`config.mk`:
```
export PLATFORM = sky130hd
export DESIGN_NAME = cpu_run_ctrl
export DESIGN_NICKNAME = d
export VERILOG_FILES = /design/src/rtl/cpu_run_ctrl.sv
export SDC_FILE = /design/constraint.sdc
export NUM_CORES = 1
export LEC_CHECK = 0
export ABC_AREA = 1
export CORE_MARGIN = 4
export CORE_UTILIZATION = 40
export CTS_CLUSTER_DIAMETER = 80
export DETAILED_ROUTE_END_ITERATION = 12
export PLACE_DENSITY_LB_ADDON = 0.05
export SLEW_MARGIN = 10
export SYNTH_ARGS = -nofsm -noshare
export SYNTH_HDL_FRONTEND = slang
export SYNTH_SLANG_ARGS = --single-unit
```
`constraint.sdc`:
```
create_clock -name clk -period 2.37 [get_ports clk]
set_input_delay 0.237 -clock clk [delete_from_list [all_inputs] [get_ports clk]]
set_output_delay 0.237 -clock clk [all_outputs]
set_load 0.02 [all_outputs]
```
`src/rtl/cpu_run_ctrl.sv`:
```
// cpu_run_ctrl: steps a single-cycle RISC-V core one instruction at a time.
// After each step it waits for the datapath to settle, then captures pc/ins/wb
// as a trace record and hands it out on a valid/ready port.
// Ports:
//   clk, rst_n (async, active low)
//   start, entry_point, max_instr, abort : run control
//   int_o, entry_o, step_o               : core INT, entryPoint and clock-enable
//   pc_i, ins_i, wb_i                    : core state to trace
//   trace_valid/ready, trace_pc/ins/wb   : trace record port
//   busy, done, retired                  : run status
// Optional feature: `define HALT_ON_EBREAK_EN ends the run after an ebreak record.
module cpu_run_ctrl #(
  parameter int CNT_W      = 16,
  parameter int SETTLE_CYC = 2
) (
  input  logic             clk,
  input  logic             rst_n,
  input  logic             start,
  input  logic [31:0]      entry_point,
  input  logic [CNT_W-1:0] max_instr,
  input  logic             abort,
  output logic             int_o,
  output logic [31:0]      entry_o,
  output logic             step_o,
  input  logic [31:0]      pc_i,
  input  logic [31:0]      ins_i,
  input  logic [31:0]      wb_i,
  output logic             trace_valid,
  input  logic             trace_ready,
  output logic [31:0]      trace_pc,
  output logic [31:0]      trace_ins,
  output logic [31:0]      trace_wb,
  output logic             busy,
  output logic             done,
  output logic [CNT_W-1:0] retired
);

  typedef enum logic [2:0] {
    S_IDLE,
    S_LOAD,
    S_STEP,
    S_SETTLE,
    S_REPORT,
    S_DONE
  } state_e;

  localparam logic [7:0] SETTLE_INIT = 8'(SETTLE_CYC - 1);

  state_e           state_q, state_d;
  logic [31:0]      entry_q, entry_d;
  logic [CNT_W-1:0] max_q, max_d;
  logic [CNT_W-1:0] ret_q, ret_d;
  logic [7:0]       cnt_q, cnt_d;
  logic             first_q, first_d;
  logic             valid_q, valid_d;
  logic [31:0]      pc_q, pc_d;
  logic [31:0]      ins_q, ins_d;
  logic [31:0]      wb_q, wb_d;

  logic [CNT_W-1:0] ret_inc;
  logic             last;
  logic             is_ebreak;

  // Saturate so the count can never wrap past the run length.
  assign ret_inc = (ret_q == max_q) ? ret_q : ret_q + CNT_W'(1);
  assign last    = (ret_inc == max_q);

`ifdef HALT_ON_EBREAK_EN
  assign is_ebreak = (ins_q == 32'h0010_0073);
`else
  assign is_ebreak = 1'b0;
`endif

  always_comb begin
    state_d = state_q;
    entry_d = entry_q;
    max_d   = max_q;
    ret_d   = ret_q;
    cnt_d   = cnt_q;
    first_d = first_q;
    valid_d = valid_q;
    pc_d    = pc_q;
    ins_d   = ins_q;
    wb_d    = wb_q;
    int_o   = 1'b0;
    step_o  = 1'b0;

    unique case (state_q)
      S_IDLE: begin
        if (start) begin
          entry_d = entry_point;
          max_d   = max_instr;
          ret_d   = '0;
          first_d = 1'b1;
          state_d = (max_instr == '0) ? S_DONE : S_LOAD;
        end
      end
      S_LOAD: begin
        int_o   = 1'b1;
        state_d = abort ? S_DONE : S_STEP;
      end
      S_STEP: begin
        step_o = 1'b1;
        // INT stays up through the first step so the core loads entryPoint.
        int_o  = first_q;
        if (abort) begin
          state_d = S_DONE;
        end else begin
          first_d = 1'b0;
          cnt_d   = SETTLE_INIT;
          state_d = S_SETTLE;
        end
      end
      S_SETTLE: begin
        if (abort) begin
          state_d = S_DONE;
        end else if (cnt_q == 8'd0) begin
          pc_d    = pc_i;
          ins_d   = ins_i;
          wb_d    = wb_i;
          valid_d = 1'b1;
          state_d = S_REPORT;
        end else begin
          cnt_d = cnt_q - 8'd1;
        end
      end
      S_REPORT: begin
        // Abort wins over a same-cycle handshake: the record is dropped.
        if (abort) begin
          valid_d = 1'b0;
          state_d = S_DONE;
        end else if (trace_ready) begin
          valid_d = 1'b0;
          ret_d   = ret_inc;
          state_d = (last || is_ebreak) ? S_DONE : S_STEP;
        end
      end
      S_DONE: begin
        if (!start) state_d = S_IDLE;
      end
      default: state_d = S_IDLE;
    endcase
  end

  always_ff @(posedge clk or negedge rst_n) begin
    if (!rst_n) begin
      state_q <= S_IDLE;
      entry_q <= '0;
      max_q   <= '0;
      ret_q   <= '0;
      cnt_q   <= '0;
      first_q <= 1'b0;
      valid_q <= 1'b0;
      pc_q    <= '0;
      ins_q   <= '0;
      wb_q    <= '0;
    end else begin
      state_q <= state_d;
      entry_q <= entry_d;
      max_q   <= max_d;
      ret_q   <= ret_d;
      cnt_q   <= cnt_d;
      first_q <= first_d;
      valid_q <= valid_d;
      pc_q    <= pc_d;
      ins_q   <= ins_d;
      wb_q    <= wb_d;
    end
  end

  assign entry_o     = entry_q;
  assign trace_valid = valid_q;
  assign trace_pc    = pc_q;
  assign trace_ins   = ins_q;
  assign trace_wb    = wb_q;
  assign retired     = ret_q;
  assign done        = (state_q == S_DONE);
  assign busy        = (state_q != S_IDLE) && (state_q != S_DONE);

endmodule

```
==> impl_metrics.env, run 1 <==
export IMPL_drtPass1Iterations=5
export IMPL_rr_startpoint="retired[9]"
export IMPL_synth_area_sq_um=7830
export IMPL_crit_slowest_cell="dfrtp_2"
export IMPL_setup_violations=0
export IMPL_cap_viol_max_count=0
export IMPL_finClkSkew_ps=12.8
export IMPL_core_sq_um=19000
export IMPL_worstPathRequired_ps=2680
export IMPL_cts_buffers_inserted=17
export IMPL_cp_start_kind="register"
export IMPL_min_period_ps=2220
export IMPL_path_delay_family="simple AND/OR/NAND/NOR gates"
export IMPL_port_buffer_count=297
export IMPL_power_frac_comb_pct=46.6
export IMPL_cp_depth=19
export IMPL_overflow=0
export IMPL_cts_sink_count=173
export IMPL_die_area_sq_um=21900
export IMPL_cp_arrival_ps=2530
export IMPL_cts_clk_slew_worst_paths_ps=70
export IMPL_cpPeakStageDelay_ps=410
export IMPL_vias_per_cell=4.81
export IMPL_gp_congestion=0.857
export IMPL_dp_cells=1313
export IMPL_p_int_mw=9.08
export IMPL_grtUsageTotal_pct=20.7
export IMPL_timing_fmax_mhz=450
export IMPL_worst_path_most_repeated_cell="nand2_1"
export IMPL_synth_distinct_cells=32
export IMPL_power_frac_clock_pct=19.2
export IMPL_sequentialPowerShare_pct=34.2
export IMPL_final_antenna_net_count=0
export IMPL_die_width_um=148
export IMPL_syn_nets=904
export IMPL_peakVddDrop_mv=0.681
export IMPL_cp_endpoint="state_q[1]"
export IMPL_crit_path_end_kind="register"
export IMPL_wirelength_mm=22.8
export IMPL_start_util_pct=41.3
export IMPL_setup_worst_path_class="register to register"
export IMPL_grt_pass1_vias=6671
export IMPL_fin_nets=1240
export IMPL_tightest_slew_ps=635
export IMPL_regArea_sq_um=4340
export IMPL_via_count=6538
export IMPL_critPathLaunch="retired[9]"
export IMPL_switching_power_mw=5.29
export IMPL_maxSlewViolCount=0
export IMPL_hold_path_class="primary input to asynchronous set/reset pin"
export IMPL_synth_seq_cells=173
export IMPL_wl_per_cell_um=16.7
export IMPL_avgSynthCellArea_sq_um=10.4
export IMPL_drt_iter0_markers=262
export IMPL_drc_errors=0
export IMPL_syn_inst=752
export IMPL_ys_seq_area_share_pct=55.3
export IMPL_dpl_hpwl_mm=17.3
export IMPL_multi_input_area_sq_um=3280
export IMPL_grt_max_degree=64
export IMPL_rsz0062_at_grt="true"
export IMPL_leakage_nw=5.66
export IMPL_root_buffer="clkbuf_16"
export IMPL_status="completed"
export IMPL_slew_headroom_pct=57.3
export IMPL_syn_to_final_growth_pct=55.5
export IMPL_drive_gt1_share_pct=25.0
export IMPL_cts_tree="done"
export IMPL_rows=50
export IMPL_hold_violations=0
export IMPL_fillCellCount=1579
export IMPL_die_h_um=148
export IMPL_cp_cell_sequence="inv_2 -> nand2_2 -> nand2_2 -> nor2_2 -> nand2_1 -> nor2_4 -> buf_6 -> buf_12 -> nand3_1 -> nand3_1 -> nand2_1 -> nor2_2 -> nand2_1 -> nor2_2 -> nand2_1 -> nand2_1 -> nand2_1 -> nand2_1 -> nand2_1"
export IMPL_grt_pass1_wl_mm=35.8
export IMPL_critPathMaxFanout=9
export IMPL_n_antenna_cell=0
export IMPL_period_share_pct=93.7
export IMPL_ios=298
export IMPL_worstSkewPairLatency_ps=420
export IMPL_setup_tns_ps=0
export IMPL_path_buf_inv=3
export IMPL_rrSetupSlack_ps=150
export IMPL_final_cells=1360
export IMPL_clock_path_buffers=2
export IMPL_swShare_pct=36.8
export IMPL_reg2reg_depth=19
export IMPL_r2r_end="state_q[1]"
export IMPL_ctsHtreeMaxLevel=4
export IMPL_yosys_warnings=0
export IMPL_antenna_found_initial=0
export IMPL_power_density_nw_per_um2=1180
layout by cell type, fill, tap and decap left out, types with 17 or more instances in the layout:
master,count
a21oi_1,23
buf_4,37
clkbuf_16,17
clkdlybuf4s50_1,295
dfrtp_1,164
inv_1,43
inv_2,18
mux2_2,128
nand2_1,126
nand3_1,64
nor2_1,48
power by group through the flow:
stage | clock network, mW | registers, mW | logic, mW
3_3_place_gp | 0 | 4.90 | 6.62
5_1_grt | 2.98 | 5.08 | 7.19
6_report | 2.76 | 4.91 | 6.70
3_5_place_dp | 0 | 4.94 | 6.63
4_1_cts | 2.85 | 4.91 | 6.65
2_1_floorplan | 0 | 6.19 | 2.08
cell type report:
class                   count  area share (%)
flip-flops and latches    173            35.6
repair buffers            345            28.2
multi-input cells         490            26.9
clock buffers              17            3.49
well taps                 260            2.67
inverters                  61            1.88
clock inverters            14            1.27
metrics by stage:
step | power (mW) | instance area [sq um] | setup slack [ps] | utilization [%] | hold WS [ps]
4_1_cts | 14.4 | 11900 | 82.2 | 62.8 | 249
5_1_grt | 15.3 | 12200 | -101 | 64.3 | 263
3_3_place_gp | 11.5 | 11300 | 122 | 59.7 | 142
2_1_floorplan | 8.26 | 7830 | 308 | - | -58.6
3_5_place_dp | 11.6 | 11300 | 112 | 59.7 | 143
6_report | 14.4 | 12200 | 149 | 64.3 | 260
flip-flops by register name (all words and copies together), names as in the netlist:
register	cells
cnt_q	8
entry_o	32
first_q	1
max_q	16
retired	16
state_q	3
trace_ins	32
trace_pc	32
trace_valid	1
trace_wb	32
cells in the mapped netlist:
cell type / number / area share, %
dfrtp_1: 173 / 55
nand2_1: 142 / 6.8
mux2_2: 128 / 18
nand3_1: 66 / 4.2
nor2_1: 60 / 2.9
inv_1: 47 / 2.3
a21oi_1: 23 / 1.5
o21ai_0: 16 / 1.0
inv_2: 14 / 0.67
xor2_1: 14 / 1.6
clkbuf_1: 10 / 0.48
o22ai_1: 9 / 0.72
buf_1: 6 / 0.29
nor3_1: 6 / 0.38
buf_2: 5 / 0.32
buf_4: 5 / 0.48
nor4_1: 5 / 0.40
ha_1: 3 / 0.48
nand2_2: 3 / 0.24
nand4_1: 2 / 0.16
nor2_2: 2 / 0.16
nor2_4: 2 / 0.29
xnor2_1: 2 / 0.22
a211oi_1: 1 / 0.096
a31oi_1: 1 / 0.080
and3_1: 1 / 0.080
buf_6: 1 / 0.14
clkbuf_2: 1 / 0.064
nor3b_1: 1 / 0.096
o311ai_0: 1 / 0.11
o31ai_1: 1 / 0.096
or2_2: 1 / 0.080
worst register-to-register path, stage by stage, from the launching register on:
cell and delay, ps:
dfrtp_2 410, inv_2 70, nand2_2 60, nand2_2 60
nor2_2 120, nand2_1 100, nor2_4 190, buf_6 130
buf_12 110, nand3_1 70, nand3_1 80, nand2_1 70
nor2_2 120, nand2_1 90, nor2_2 160, nand2_1 70
nand2_1 60, nand2_1 50, nand2_1 50, nand2_1 40
repair_timing:
action                                 4_1_cts  5_1_grt
setup buffers                                0       15
endpoints found under the hold margin       29        0
setup endpoints to repair                    1        3
pin swaps                                    0       22
hold buffers                                 1        0
resized for setup                            1       57
worst min-delay path by stage:
stage                     startpoint          to  slack [ps]
after floorplan                rst_n    cnt_q[0]         -60
after global placement         rst_n  retired[5]         140
after detailed placement       rst_n  retired[4]         140
after CTS                      rst_n  retired[5]         250
after global routing           rst_n  retired[5]         260
final                          rst_n  retired[5]         260
cell families (layout without fill, tap and decap cells):
kind of cell,count (synthesis),count (layout),synth area share (%)
AND/OR/NAND/NOR,291,291,15.8
flip-flops,173,173,55.3
multiplexers,128,128,18.4
buffers and inverters,89,437,4.70
AO/OA/AOI/OAI,52,52,3.59
XOR/XNOR,16,16,1.79
adder cells (fa/ha/maj),3,3,0.479
metal layers:
metal  vias up  routed length (um)  global-route usage, %
li1       3170                   -                      -
met1      3154                8730                   24.1
met2       187               12100                   36.8
met3        27                1560                   7.05
met4         0                 409                   5.36
met5         -                   0                      0
(Power assumes the default switching activity.)
==> run 2, diff against run 1 <==
REMOVE_ABC_BUFFERS = 1   (was default)
==> run 2 against run 1 <==
  * Critical path depth fell by 16
  * Final cell count rose by 0.88%
  * Hold slack improved by 81 ps
  * Final area rose by 0.85%
  * Register-to-register slack got worse by 20 ps
  * Sequential cell count did not move
  * Largest power group unchanged
  * Highest routed layer is now met5
==> impl_metrics.env, run 2 (synthesized netlist as in run 1, its figures left out) <==
export IMPL_core_sq_um=19000
export IMPL_cp_start_kind="register"
export IMPL_slew_headroom_pct=58.6
export IMPL_ctsHtreeMaxLevel=4
export IMPL_setup_worst_path_class="register to output port"
export IMPL_cts_tree="done"
export IMPL_status="completed"
export IMPL_grtUsageTotal_pct=20.8
export IMPL_clock_path_buffers=2
export IMPL_cts_sink_count=173
export IMPL_maxSlewViolCount=0
export IMPL_overflow=0
export IMPL_cts_buffers_inserted=17
export IMPL_cpPeakStageDelay_ps=720
export IMPL_vias_per_cell=4.82
export IMPL_start_util_pct=41.3
export IMPL_cts_clk_slew_worst_paths_ps=70
export IMPL_crit_path_end_kind="output port"
export IMPL_final_antenna_net_count=0
export IMPL_dpl_instance_area_sq_um=11300
export IMPL_gp_congestion=0.843
export IMPL_via_count=6612
export IMPL_power_density_nw_per_um2=1170
export IMPL_n_antenna_cell=0
export IMPL_cp_cell_sequence="inv_1 -> nor3_1 -> clkdlybuf4s50_1"
export IMPL_grt_pass1_vias=6733
export IMPL_ios=298
export IMPL_critPathMaxFanout=6
export IMPL_die_width_um=148
export IMPL_stdcell_area_sq_um=12300
export IMPL_min_period_ps=2250
export IMPL_hold_violations=0
export IMPL_peakVddDrop_mv=0.616
export IMPL_rows=50
export IMPL_leakage_nw=5.73
export IMPL_drc_errors=0
export IMPL_final_cell_mix="294 x clkdlybuf4s50_1, 161 x dfrtp_1, 132 x nand2_1"
export IMPL_dpl_hpwl_mm=16.9
export IMPL_port_buffer_count=297
export IMPL_root_buffer="clkbuf_16"
export IMPL_cap_viol_max_count=0
export IMPL_period_share_pct=95.1
export IMPL_final_common_cell="clkdlybuf4s50_1"
export IMPL_cp_arrival_ps=2020
export IMPL_crit_slowest_cell="clkdlybuf4s50_1"
export IMPL_timing_fmax_mhz=444
export IMPL_worstSkewPairLatency_ps=430
export IMPL_drt_iter0_markers=256
export IMPL_die_area_sq_um=21900
export IMPL_antenna_found_initial=1
export IMPL_drtPass1Iterations=5
export IMPL_drive_gt1_share_pct=25.6
export IMPL_fin_nets=1252
export IMPL_hold_path_class="primary input to asynchronous set/reset pin"
export IMPL_worstPathRequired_ps=2130
export IMPL_die_h_um=148
export IMPL_finClkSkew_ps=9.50
export IMPL_grt_max_degree=57
export IMPL_utilization_pct=64.8
export IMPL_wl_per_cell_um=16.7
export IMPL_setup_violations=0
export IMPL_grt_pass1_wl_mm=36.0
export IMPL_syn_to_final_growth_pct=56.8
export IMPL_wirelength_mm=22.9
export IMPL_tightest_slew_ps=616
[run 2: cell count changes in the layout (fill, tap and decap cells not counted), moves of 3 or more]
cell / delta
buf_4: +12
clkinv_2: +3
dfrtp_1: -3
dfrtp_2: +3
nand2_1: +6
nand2_2: -4
nand3_1: -5
nand3_2: +4
nor2_1: +3
nor2_2: -3
[run 2: worst max-delay path, delay by kind of cell (launching register included)]
kind | cells | cell delay [ps]
buffers and inverters | 2 | 850
flip-flops | 1 | 440
AND/OR/NAND/NOR | 1 | 310
[run 2: what timing repair did]
action | CTS | global route
gates resized for setup | 1 | 57
setup endpoints to repair | 1 | 6
hold buffers | 1 | 0
pin swaps | 0 | 21
setup buffers | 0 | 31
endpoints found under the hold margin | 52 | 0
[run 2: metrics by stage]
| stage | total power, mW | TNS (ps) | setup slack (ps) | cells | hold WS [ps] |
|---|---|---|---|---|---|
| after detailed placement | 11.6 | 0 | 44.3 | 1309 | 254 |
| after global placement | 11.5 | 0 | 106 | 1309 | 253 |
| after global routing | 15.3 | -95.8 | -35.9 | 1372 | 391 |
| after floorplan | 8.26 | -119480 | -1190 | 724 | -58.6 |
| after CTS | 14.4 | 0 | 31.6 | 1341 | 369 |
| final | 14.4 | 0 | 116 | 1372 | 342 |
[run 2: worst paths after layout]
check,from,endpoint,slack [ps],depth (start not counted)
worst max-delay path,state_q[2],done,120,3
worst min-delay path,rst_n,entry_o[1],340,2
worst max register to register,retired[1],state_q[1],130,21
worst min register to register,trace_ins[25],trace_ins[25],500,1
max in group asynchronous,rst_n,entry_o[27],1350,3
min in group clk,ins_i[12],trace_ins[12],410,2
[run 2: where the power goes]
| part | internal (mW) | switching (mW) | total [mW] |
|---|---|---|---|
| Clock | 1.57 | 1.24 | 2.81 |
| Combinational | 3.37 | 3.30 | 6.67 |
| Sequential | 4.22 | 0.690 | 4.91 |
| Total | 9.16 | 5.23 | 14.4 |
[run 2: metal layers]
metal / part of all wire, % / global-route usage (%)
met5: 0.057 / 0
met1: 38 / 24.5
met2: 52 / 35.2
met4: 1.4 / 6.14
met3: 8.6 / 8.25
[run 2: cell type report]
| type | instances | area (sq um) |
|---|---|---|
| sequential | 173 | 4340 |
| clock inverter | 14 | 158 |
| inverter | 61 | 231 |
| fill | 1588 | 6670 |
| timing repair buffer | 357 | 3530 |
| multi-input combinational | 490 | 3270 |
| tap | 260 | 325 |
| clock buffer | 17 | 425 |
